### src/rtl/hazard_ctrl.sv
// hazard_ctrl: RAW hazard detection, branch resolution/redirect and a 2-bit BHT.
// Optional feature macro: HAZARD_FWD_EN (EXE/MEM forwarding present, only load-use stalls).
module hazard_ctrl #(
  parameter int unsigned BHT_IDX_W = 4
) (
  input  logic        clk,
  input  logic        rst,
  input  logic [31:0] id_PC,
  input  logic [4:0]  id_rs1,
  input  logic [4:0]  id_rs2,
  input  logic        id_uses_rs1,
  input  logic        id_uses_rs2,
  input  logic [1:0]  id_branch,
  input  logic [31:0] ex_PC,
  input  logic [4:0]  ex_written_reg,
  input  logic        ex_reg_write,
  input  logic [1:0]  ex_data_to_reg,
  input  logic [1:0]  ex_branch,
  input  logic        ex_prediction,
  input  logic        ex_taken,
  input  logic [31:0] ex_fallback_PC,
  input  logic [4:0]  mem_written_reg,
  input  logic        mem_reg_write,
  output logic        prediction,
  output logic        pc_ce,
  output logic        if_id_ce,
  output logic        if_id_flush,
  output logic        id_exe_dstall,
  output logic        id_exe_cstall,
  output logic        redirect,
  output logic [31:0] redirect_pc,
  output logic [15:0] branch_cnt,
  output logic [15:0] mispredict_cnt
);

  localparam int unsigned BHT_DEPTH = 32'(1) << BHT_IDX_W;
  localparam logic [1:0]  BR_COND   = 2'b01;
  localparam logic [1:0]  BR_JUMP   = 2'b10;
  localparam logic [1:0]  WB_LOAD   = 2'b01;

  logic [1:0]           bht_q [BHT_DEPTH];
  logic [1:0]           bht_d;
  logic [15:0]          branch_cnt_q;
  logic [15:0]          mispredict_cnt_q;
  logic [BHT_IDX_W-1:0] id_idx;
  logic [BHT_IDX_W-1:0] ex_idx;
  logic                 mispredict;
  logic                 ex_cond;
  logic                 rs1_ex_hit;
  logic                 rs2_ex_hit;
  logic                 raw_hazard;

  assign id_idx  = id_PC[BHT_IDX_W+1:2];
  assign ex_idx  = ex_PC[BHT_IDX_W+1:2];
  assign ex_cond = (ex_branch == BR_COND);

  // PC bits outside the BHT index are not needed here.
  logic unused_pc;
  assign unused_pc = ^{id_PC[31:BHT_IDX_W+2], id_PC[1:0], ex_PC[31:BHT_IDX_W+2], ex_PC[1:0]};

  // ID source matches against the EXE destination; x0 and unused sources never match.
  assign rs1_ex_hit = id_uses_rs1 && (id_rs1 != 5'd0) && (id_rs1 == ex_written_reg);
  assign rs2_ex_hit = id_uses_rs2 && (id_rs2 != 5'd0) && (id_rs2 == ex_written_reg);

`ifdef HAZARD_FWD_EN
  // With forwarding only a load in EXE feeding ID must wait one cycle.
  logic unused_mem;
  assign unused_mem = ^{mem_written_reg, mem_reg_write};
  assign raw_hazard = ex_reg_write && (ex_data_to_reg == WB_LOAD) && (rs1_ex_hit || rs2_ex_hit);
`else
  // Without forwarding any producer still in EXE or MEM blocks the ID reader.
  logic rs1_mem_hit;
  logic rs2_mem_hit;
  logic unused_wb;
  assign unused_wb   = ^{ex_data_to_reg, WB_LOAD};
  assign rs1_mem_hit = id_uses_rs1 && (id_rs1 != 5'd0) && (id_rs1 == mem_written_reg);
  assign rs2_mem_hit = id_uses_rs2 && (id_rs2 != 5'd0) && (id_rs2 == mem_written_reg);
  assign raw_hazard  = (ex_reg_write && (rs1_ex_hit || rs2_ex_hit)) ||
                       (mem_reg_write && (rs1_mem_hit || rs2_mem_hit));
`endif

  // Branch resolution against the prediction carried down from ID.
  assign mispredict = (ex_cond && (ex_taken != ex_prediction)) ||
                      ((ex_branch == BR_JUMP) && !ex_prediction);

  // Pipeline control: a redirect overrides any data hazard because ID is wrong-path.
  always_comb begin
    pc_ce         = 1'b1;
    if_id_ce      = 1'b1;
    if_id_flush   = 1'b0;
    id_exe_dstall = 1'b0;
    id_exe_cstall = 1'b0;
    redirect      = 1'b0;
    redirect_pc   = ex_fallback_PC;
    if (mispredict) begin
      redirect      = 1'b1;
      if_id_flush   = 1'b1;
      id_exe_cstall = 1'b1;
    end else if (raw_hazard) begin
      id_exe_dstall = 1'b1;
      pc_ce         = 1'b0;
      if_id_ce      = 1'b0;
    end
  end

  // ID-stage prediction: jumps always taken, conditionals from the counter MSB.
  always_comb begin
    prediction = 1'b0;
    case (id_branch)
      BR_JUMP: prediction = 1'b1;
      BR_COND: prediction = bht_q[id_idx][1];
      default: prediction = 1'b0;
    endcase
  end

  // Saturating counter step for the entry being resolved in EXE.
  always_comb begin
    bht_d = bht_q[ex_idx];
    if (ex_taken) begin
      if (bht_q[ex_idx] != 2'b11) bht_d = bht_q[ex_idx] + 2'd1;
    end else begin
      if (bht_q[ex_idx] != 2'b00) bht_d = bht_q[ex_idx] - 2'd1;
    end
  end

  // BHT training and statistics counters.
  always_ff @(posedge clk or posedge rst) begin
    if (rst) begin
      for (int i = 0; i < int'(BHT_DEPTH); i++) bht_q[i] <= 2'b01;
      branch_cnt_q     <= 16'd0;
      mispredict_cnt_q <= 16'd0;
    end else begin
      if (ex_cond) begin
        bht_q[ex_idx] <= bht_d;
        branch_cnt_q  <= branch_cnt_q + 16'd1;
      end
      if (mispredict) mispredict_cnt_q <= mispredict_cnt_q + 16'd1;
    end
  end

  assign branch_cnt     = branch_cnt_q;
  assign mispredict_cnt = mispredict_cnt_q;

endmodule

### config.mk
export PLATFORM = sky130hd
export DESIGN_NAME = hazard_ctrl
export DESIGN_NICKNAME = d
export VERILOG_FILES = /design/src/rtl/hazard_ctrl.sv
export SDC_FILE = /design/constraint.sdc
export NUM_CORES = 1
export LEC_CHECK = 0
export BUFFER_PORTS_ARGS = -buffer_cell sky130_fd_sc_hd__clkbuf_2
export CAP_MARGIN = 15
export CORE_MARGIN = 5
export CORE_UTILIZATION = 45
export CTS_CLUSTER_DIAMETER = 60
export DETAILED_ROUTE_END_ITERATION = 12
export PLACE_DENSITY = 0.91
export SLEW_MARGIN = 20
export SYNTH_ARGS = -nofsm -noshare
export SYNTH_HDL_FRONTEND = slang
export SYNTH_SLANG_ARGS = --single-unit
### constraint.sdc
create_clock -name clk -period 2.22 [get_ports clk]
set_input_delay 0.444 -clock clk [delete_from_list [all_inputs] [get_ports clk]]
set_output_delay 0.444 -clock clk [all_outputs]
set_load 0.05 [all_outputs]
### After elaboration in Yosys (flattened, before gate mapping)

Cells that the tools add are included.
W data, S select, Z words.

* divide/modulo/power cells: 0
* bitwise operators: 2
* eq/ne operators: 10
* mux-type cells: 18
* shift operators: 0
* order comparisons: 3
* multiply operators: 0
* reduce and logical (&&, ||, !) cells: 19
* $add $sub $neg: 4

Operators with widths (count)
* $add A16 B1 Y16 const B: 2
* $bwmux W32: 1
* $eq A5 B5 Y1: 4
* $bmux W2 S4: 2
* $mux W2: 8
* $logic_and A1 B1 Y1: 11
* $ge A5 B5 Y1 const B: 2
* $not A4 Y5: 2
* $reduce_bool A5 Y1: 2
* $demux W2 S4: 1
* $lt A5 B1 Y1 const B: 1
* $mux W1: 5
* $eq A2 B1 Y1 const B: 2
* $eq A2 B2 Y1 const B: 2
* $logic_or A1 B1 Y1: 4
* $add A2 B1 Y2 const B: 1
* $ne A2 B2 Y1 const B: 1
* $pmux W1 S2: 1
* $reduce_bool A2 Y1: 1
* $sub A2 B1 Y2 const B: 1
* $logic_not A1 Y1: 1
* $ne A1 B1 Y1: 1

* latch bits: 0
* bits in registers: 64
* bits in read-only memories: 0
* word-level logic and storage cells: 74
* memory bits (writable): 0
* memories: 0
* input bits: 130

### Depth between registers and ports, before layout

Gate-level depths: netlist of the first run.

* depth in word-level cells: 8
* gate-level depth with buffers: 7
* gate-level depth less buffers: 5

### Worst setup path after synthesis of the first run

OpenSTA, ideal clock, no wires.

* path type: input port to output port
* start point: input port id_rs2[1]
* end point: output port pc_ce
* required time: 1.776 ns
* slack: -0.351 ns
* buffers on the path: 1
* stages: 6
* arrival: 2.127 ns
* path through: or4_1 -> o21ai_0 -> nor4_1 -> o21ai_0 -> a21o_1 -> buf_4

* word-level cells in the longest chain between the ends: 8

Ends and longest elaborated chain
* start: declaration: RTL line 10 `input logic [4:0] id_rs2,`
* $reduce_bool A5 Y1: RTL line 63, 77
* $logic_and A1 B1 Y1: RTL line 63, 77
* $logic_and A1 B1 Y1 (on tied branches): RTL line 63, 77
* $logic_or A1 B1 Y1 (on tied branches): RTL line 78, 79
* $logic_and A1 B1 Y1 (on tied branches): RTL line 78, 79
* $logic_or A1 B1 Y1 *: RTL line 78 `assign raw_hazard = (ex_reg_write && (rs1_ex_hit || rs2_ex_hit)) ||`
* $mux W1 * (2 in a row)
* end: declaration: RTL line 25 `output logic pc_ce,`

Mark *: on every way between the ends. The rest lies on a longest branch, timed or not.

### Final worst setup path of the first run

* start point: register bht_q[1] (netlist bit)
* end point: output port prediction

* word-level cells in the longest chain between the ends: 4

Ends and longest elaborated chain
* start: declaration: RTL line 41 `logic [1:0] bht_q [BHT_DEPTH];`
* start signal: indexed assignment: RTL line 134 `bht_q[ex_idx] <= bht_d;`
* $bmux W2 S4: RTL line 111 `BR_COND: prediction = bht_q[id_idx][1];`
* $mux W2 (not written as such) (2 in a row): RTL line 111
* $pmux W1 S2: RTL line 109 `case (id_branch)`
* end: declaration: RTL line 24 `output logic prediction,`

No other way between the ends. The select of a mux whose other input is x is not followed.

==> impl_results.md, run 1 <==
- Max Fclk: 398.8 MHz
- Total leakage power: 2.091 nW
- Area grow syn2layout: 18.72%
- DRT iter0 DRCs: 131
- Clock tree root buffer cell: clkbuf_8
- Top-area cell type share of the netlist area: 31.98%
- Port bufs: 78
- Final RePlAce weighted congestion: 0.8495
- Power per cell area: 827.0 mW/mm2
- Post-Synthesis Cells: 321
- Sequential Power Share: 42.5%
- Final wirelength: 8284 um
- Total congestion overflow: 0
- Synth Area in Adders: 1.332%
- Number of iterations in the first detailed-routing pass: 4
- Post-synthesis sequential area ratio: 43.17%
- CTS Buf Count: 9
- Gr usage total: 16.72%
- Hold Buf Count CTS: 0
- Relative slew slack: 57.54%
- Hold Vio Cnt, Final: 0
- Xor/xnor share of the synthesized area: 11.89%
- Clock Skew: 0.01104 ns
- CTS Sinks: 64
- R2R Setup Slk: 0.17 ns
- CP max FO: 2
- Die area: 0.01027 mm2
- Synthesized area per cell: 11.70 um2
- Vias in the first global route: 2815
- CP peak stage delay: 0.50 ns
- Simple-gate portion of the synthesized area: 12.39%
- Mapped cell area: 0.003756 mm2
- Area contributors post-synth: dfrtp_1 32%, dfstp_2 11%, mux2_2 8.4%
- Mux cell area share after synthesis: 19.05%
- DR WL/cell: 16.57 um
- Worst-skew pair later-pin latency: 0.33 ns
- DIE WIDTH: 101.4 um
- Synth Flop Type: dfrtp_1
- Initial antenna violation count: 0
- Compound-Gate Fraction of Synth Area: 3.464%
- Detailed Place HPWL: 6229 um
- Die Y: 101.4 um
- Setup CP Type: reg -> out
- Multi-input gate area: 0.001849 mm2
- Max VDD drop: 0.6724 mV
- Int Power: 2.397 mW
- Worst hold-check path type: in -> async
- Final period utilization: 112.9%
- Crit-path leading delay family: multiplexers
- Combinational Power Share: 30.0%
- Core area: 0.008175 mm2
- First-pass GRT wire length: 13520 um
- Pin count of the biggest net entering global routing: 65
- Slew @ Worst Pin: 0.6311 ns
- Unrepaired setup endpoints after global routing: true
- # H-tree levels: 3
- Worst Path Required: 1.78 ns
- Fillers: 681
- Area leader, netlist: dfrtp_1
- EDFF count, synth: 0
- Core Rows: 33
- Synth cell types: 38
- Mapped Nets: 455
- DRC viols: 0
- FF-to-FF End: bht_q[15]$_DFFE_PP0P_
- Final Max Slew Viols: 0
- DR vias: 2694
- Worst endpoint data arrival time: 2.06 ns
- Clk buf depth: 2
- Total Nets Final: 524
- CP Cell Sequence: mux4_2 > mux4_2 > a21oi_2 > nor2_1 > clkbuf_8
- Clock network fraction of design power: 27.5%
- Ys Warns: 0
- Worst r2r src: bht_q[1]$_DFFE_PP0P_
- # diodes: 0
- Share of cells above drive strength 1: 47.85%
- Sw frac: 34.99%
- Failing checks: setup timing
- Register area: 0.001622 mm2
- Status: complete, but fails checks
- I/O pins: 201
- Final setup vio count: 4
- Yosys reg bits: 64
- Setup crit start kind: flop
- Avg Vias per Cell: 5.388
- CP bufs+invs: 1
- Max cap viols: 0
- Setup ws final: -0.2873 ns
- Switching pwr: 1.290 mW
- Total power draw: 3.688 mW
- Starting Density: 45.94%
- FF-to-FF path depth: 7
- CP endpoint kind: output port
- TritonCTS clock tree: done
- Slowest cell on the critical path: mux4_2
- Antenna-violating nets left: 0
- CP most frequent cell: mux4_2
- Final min period: 2.507 ns
- Minimum hold slack: 0.1600 ns
- Main combinational cell family by area after synthesis: multiplexers
- FFs w/ async S/R, synth: 100.0%
- Clock-pin slew of the registers on the worst-case setup and hold paths: 0.07 ns
power by group through the flow:
stage          registers (mW)  clock network (mW)  logic (mW)
2_1_floorplan            1.87                   0       0.638
3_3_place_gp             1.57                   0        1.05
3_5_place_dp             1.58                   0        1.08
4_1_cts                  1.56                1.04        1.11
5_1_grt                  1.59                1.09        1.19
6_report                 1.57                1.01        1.11
layout by cell type, fill, tap and decap left out, types with 5 or more instances in the layout:
master / netlist / final
xnor2_1: 36 / 36
mux4_2: 10 / 10
dfstp_2: 16 / 16
dfrtp_1: 48 / 48
nand3_1: 13 / 13
mux2_2: 28 / 28
xor2_1: 15 / 15
mux2_4: 5 / 5
and3_1: 9 / 9
nand2_1: 26 / 26
clkbuf_8: 0 / 12
buf_4: 36 / 22
nor2b_1: 6 / 6
nand4_1: 7 / 7
clkbuf_2: 1 / 72
nor2_1: 9 / 9
per-layer routing:
metal	share of wire, %	vias up	GRT usage (%)
met3	6.3	26	4.408
met2	51	107	27.72
met1	40	1323	20.00
met4	2.4	0	8.589
li1	-	1238	-
met5	0	-	0
cell type report:
cell class | instances | share of cell area, %
repair buffers | 101 | 14.28
clock inverters | 3 | 0.9540
clock buffers | 13 | 3.563
inverters | 5 | 0.4209
well taps | 105 | 2.946
multi-input cells | 209 | 41.47
flip-flops and latches | 64 | 36.36
worst max-delay path by stage:
stage / startpoint / to / cells after the start
after floorplan: ex_taken / id_exe_dstall / 4
after CTS: bht_q[1]$_DFFE_PP0P_ / prediction / 5
after global placement: id_PC[2] / prediction / 6
after detailed placement: id_PC[2] / prediction / 6
after global routing: bht_q[11]$_DFFE_PP0P_ / prediction / 5
final: bht_q[1]$_DFFE_PP0P_ / prediction / 5
sequential cells by signal, summed over array words and instances, names as in the netlist:
| register | count |
|---|---|
| branch_cnt | 16 |
| bht_q | 32 |
| mispredict_cnt | 16 |
stage by stage:
step | setup TNS [ns] | worst slack [ns] | cell area [um2] | std cells | util [%]
global route | -0.8148 | -0.3493 | 4459 | 500 | 54.55
CTS | -0.5150 | -0.3055 | 4412 | 497 | 53.96
detailed placement | -1.181 | -0.3389 | 4119 | 478 | 50.38
global placement | -0.9399 | -0.2618 | 4119 | 478 | 50.38
finish | -0.6439 | -0.2873 | 4459 | 500 | 54.55
floorplan | -0.2505 | -0.1352 | 3772 | 321 | -
synthesized netlist by cell type, types with 3 or more instances:
cell type	instances
a21oi_1	6
ha_1	4
mux4_1	3
xnor2_1	36
xor2_1	15
nor2_1	9
mux2_4	5
dfrtp_1	48
nand3_1	13
dfstp_2	16
nor4_1	5
nand2_1	26
mux2_2	28
buf_4	36
and3_1	9
nor2b_1	6
o21ai_0	6
and4_1	3
nand4_1	7
inv_1	4
mux4_2	10
nand2b_1	3
tightest hold or removal path, cell delays in order:
cell and delay [ns]:
clkbuf_2 0.09, inv_2 0.06, buf_12 0.30
cells by family after synthesis:
| kind of cell | Yosys count |
|---|---|
| buf+inv | 48 |
| compound gates | 18 |
| xor+xnor | 51 |
| fa+ha+maj | 4 |
| simple gates | 88 |
| mux | 48 |
| flops | 64 |
what timing repair did:
action                                  in CTS  in global routing
pin swaps                                    1                  5
endpoints found under the setup margin       4                  4
buffers inserted                             3                  3
resized for setup                           16                  7
Note: power is estimated with default switching activity, not from simulation.
==> run 2, diff against run 1 <==
--- a/config.mk
+++ b/config.mk
@@ -8,10 +8,11 @@
 export BUFFER_PORTS_ARGS = -buffer_cell sky130_fd_sc_hd__clkbuf_2
 export CAP_MARGIN = 15
 export CORE_MARGIN = 5
-export CORE_UTILIZATION = 45
+export CORE_UTILIZATION = 41
 export CTS_CLUSTER_DIAMETER = 60
 export DETAILED_ROUTE_END_ITERATION = 12
-export PLACE_DENSITY = 0.91
+export PLACE_DENSITY = 0.88
+export REMOVE_ABC_BUFFERS = 1
 export SLEW_MARGIN = 20
 export SYNTH_ARGS = -nofsm -noshare
 export SYNTH_HDL_FRONTEND = slang
==> constraint.sdc (replaced) <==
create_clock -name clk -period 2.02 [get_ports clk]
set_input_delay 0.404 -clock clk [delete_from_list [all_inputs] [get_ports clk]]
set_output_delay 0.404 -clock clk [all_outputs]
set_load 0.05 [all_outputs]
==> run 2 against run 1 <==
The flow still finishes with violations (setup timing). Final cell count is 1.6% higher. Combinational power is 13% higher. Non-clock buffer count is 2 higher. Final area is 2.7% higher. Global-route usage is 1.5 points higher. Clock skew is 0.0012 ns higher. Count of clock-buffer cells in the layout is 3 lower. Routed wire length is 25% higher. Clock power is 37% higher. Sequential share of layout area is 0.96 points lower. Utilization is 4.0 points lower. Largest cell class unchanged. Largest power group unchanged.
==> impl_results.md, run 2 (synthesis results as in run 1) <==
- CTS Sinks: 64 (unchanged)
- DR vias: 2747 (was 2694)
- Fin cells: 508 (was 500)
- Int Power: 2.866 mW (was 2.397 mW)
- Worst-skew pair later-pin latency: 0.34 ns (was 0.33 ns)
- Clock Skew: 0.01225 ns (was 0.01104 ns)
- # H-tree levels: 3 (unchanged)
- Final setup vio count: 4 (unchanged)
- Combinational Power Share: 28.8% (was 30.0%)
- Clock-pin slew of the registers on the worst-case setup and hold paths: 0.08 ns (was 0.07 ns)
- Die Y: 105.7 um (was 101.4 um)
- Final Max Slew Viols: 0 (unchanged)
- Total Nets Final: 526 (was 524)
- CTS Buf Count: 9 (unchanged)
- Clock tree root buffer cell: clkbuf_8 (unchanged)
- Slowest cell on the critical path: mux4_2 (unchanged)
- TritonCTS clock tree: done (unchanged)
- Initial antenna violation count: 0 (unchanged)
- Antenna-violating nets left: 0 (unchanged)
- Most common cell after layout, fill and taps aside: clkbuf_2 (unchanged)
- I/O pins: 201 (unchanged)
- DR WL/cell: 20.40 um (was 16.57 um)
- Core area: 0.009065 mm2 (was 0.008175 mm2)
- Power per cell area: 950.7 mW/mm2 (was 827.0 mW/mm2)
- Finished Core Util: 50.53% (was 54.55%)
- Port bufs: 78 (unchanged)
- Max Fclk: 401.4 MHz
- Worst endpoint data arrival time: 2.09 ns (was 2.06 ns)
- Area grow syn2layout: 21.95% (was 18.72%)
- Core Rows: 35 (was 33)
- CP Cell Sequence: mux4_2 > mux4_2 > a21oi_2 > nor2_1 > clkbuf_8 (unchanged)
- Total leakage power: 2.126 nW (was 2.091 nW)
- Final period utilization: 123.3%
- Clock network fraction of design power: 31.6% (was 27.5%)
- Max reg flops: 32 (unchanged)
- FF-to-FF End: bht_q[20]$_DFFE_PP1P_ (was bht_q[15]$_DFFE_PP0P_)
- Final wirelength: 10360 um (was 8284 um)
- CP endpoint kind: output port (unchanged)
- CP peak stage delay: 0.52 ns (was 0.50 ns)
- Slew @ Worst Pin: 0.4802 ns (was 0.6311 ns)
- Clk buf depth: 2 (unchanged)
- Failing checks: setup timing (unchanged)
- Worst r2r src: bht_q[27]$_DFFE_PP0P_ (was bht_q[1]$_DFFE_PP0P_)
- Setup CP Type: reg -> out (unchanged)
- Setup WS pre-CTS: -0.4509 ns (was -0.3389 ns)
- Pin count of the biggest net entering global routing: 44 (was 65)
- # diodes: 0 (unchanged)
- Max cap viols: 0 (unchanged)
- Worst hold-check path type: in -> async (unchanged)
- Detailed Place HPWL: 8269 um (was 6229 um)
- Avg Vias per Cell: 5.407 (was 5.388)
- Worst Setup SP: bht_q[1]$_DFFE_PP0P_ (unchanged)
- Fillers: 780 (was 681)
- Vias in the first global route: 2807 (was 2815)
- Top reg by flops: bht_q (unchanged)
- DRT iter0 DRCs: 170 (was 131)
- First-pass GRT wire length: 15420 um (was 13520 um)
- Share of cells above drive strength 1: 51.13% (was 47.85%)
- DIE WIDTH: 105.7 um (was 101.4 um)
- Inst Count DP: 492 (was 478)
- Total power draw: 4.355 mW (was 3.688 mW)
- Switching pwr: 1.488 mW (was 1.290 mW)
- Sw frac: 34.18% (was 34.99%)
- Status: complete, but fails checks (unchanged)
- Worst Path Required: 1.62 ns (was 1.78 ns)
- Starting Density: 41.44% (was 45.94%)
- Gr usage total: 18.26% (was 16.72%)
- Final min period: 2.491 ns
- Total congestion overflow: 0 (unchanged)
- Hold Vio Cnt, Final: 0 (unchanged)
- Setup crit start kind: flop (unchanged)
- R2R Setup Slk: 0.05 ns (was 0.17 ns)
- CP most frequent cell: mux4_2 (unchanged)
- Postcts setup bufs: 0 (was 3)
- CP max FO: 3 (was 2)
- Most frequent cells in the layout: 73 x clkbuf_2, 48 x dfrtp_1, 35 x xnor2_1, 28 x mux2_2, 26 x nand2_1 (was 72 x clkbuf_2, 48 x dfrtp_1, 36 x xnor2_1, 28 x mux2_2, 26 x nand2_1)
- Relative slew slack: 67.94% (was 57.54%)
- Sequential Power Share: 39.7% (was 42.5%)
- Setup ws final: -0.4712 ns (was -0.2873 ns)
- Unrepaired setup endpoints after global routing: true (unchanged)
- Final RePlAce weighted congestion: 0.8725 (was 0.8495)
- CP endpoint: prediction (unchanged)
- Max VDD drop: 0.4085 mV (was 0.6724 mV)
- Number of iterations in the first detailed-routing pass: 4 (unchanged)
- Die area: 0.01118 mm2 (was 0.01027 mm2)
- DRC viols: 0 (unchanged)
- FF-to-FF path depth: 6 (was 7)
-- run 2: how the worst min path moves through the flow --
| stage | start | end | slack, ns |
|---|---|---|---|
| floorplan | bht_q[27]$_DFFE_PP0P_ | bht_q[27]$_DFFE_PP0P_ | 0.49 |
| global placement | rst | branch_cnt[14]$_DFFE_PP0P_ | 0.42 |
| detailed placement | rst | branch_cnt[14]$_DFFE_PP0P_ | 0.44 |
| CTS | rst | branch_cnt[13]$_DFFE_PP0P_ | 0.06 |
| global route | rst | branch_cnt[13]$_DFFE_PP0P_ | 0.08 |
| finish | rst | branch_cnt[13]$_DFFE_PP0P_ | 0.06 |
-- run 2: routing by layer --
layer / vias up / share of wire, % / routed length [um] / global-route usage (%)
met1: 1365 / 40 / 4188 / 22.07
li1: 1244 / - / - / -
met5: - / 0.57 / 59 / 6.667
met2: 119 / 46 / 4736 / 26.78
met4: 2 / 1.6 / 163 / 4.163
met3: 17 / 12 / 1215 / 11.70
-- run 2: layout make-up --
cell class	instances	area, um2	area share [%]
Multi-Input combinational cell	209	1913	41.76
Sequential cell	64	1622	35.40
Timing Repair Buffer	103	634.4	13.85
Tap cell	111	138.9	3.032
Clock buffer	10	137.6	3.005
Clock inverter	6	116.4	2.540
Inverter	5	18.77	0.4097
-- run 2: per-stage QoR --
step	TNS [ns]	instance area [um2]	hold WS (ns)
6_report	-1.128	4581	0.06053
5_1_grt	-1.404	4581	0.07955
4_1_cts	-0.9921	4489	0.06234
3_5_place_dp	-4.976	4178	0.4363
3_3_place_gp	-2.672	4178	0.4240
2_1_floorplan	-15.20	3448	0.4878
-- run 2: timing repair --
| action | CTS | global route |
|---|---|---|
| pin swaps | 9 | 6 |
| gates resized for setup | 18 | 20 |
| hold buffers | 0 | 0 |
| setup endpoints to repair | 5 | 7 |
-- run 2: worst max-delay path: cells and delay by family, from the launching register on --
| family | cells | cell delay [ns] |
|---|---|---|
| muxes | 2 | 0.98 |
| and+or+nand+nor | 1 | 0.06 |
| DFF | 1 | 0.40 |
| buffers and inverters | 1 | 0.17 |
| AOI/OAI and AO/OA | 1 | 0.14 |
-- run 2: power by group through the flow --
stage	combinational (mW)	clock [mW]	sequential, mW
2_1_floorplan	0.504	0	2.06
3_3_place_gp	1.16	0	1.73
3_5_place_dp	1.20	0	1.75
4_1_cts	1.22	1.41	1.73
5_1_grt	1.33	1.48	1.76
6_report	1.25	1.38	1.73
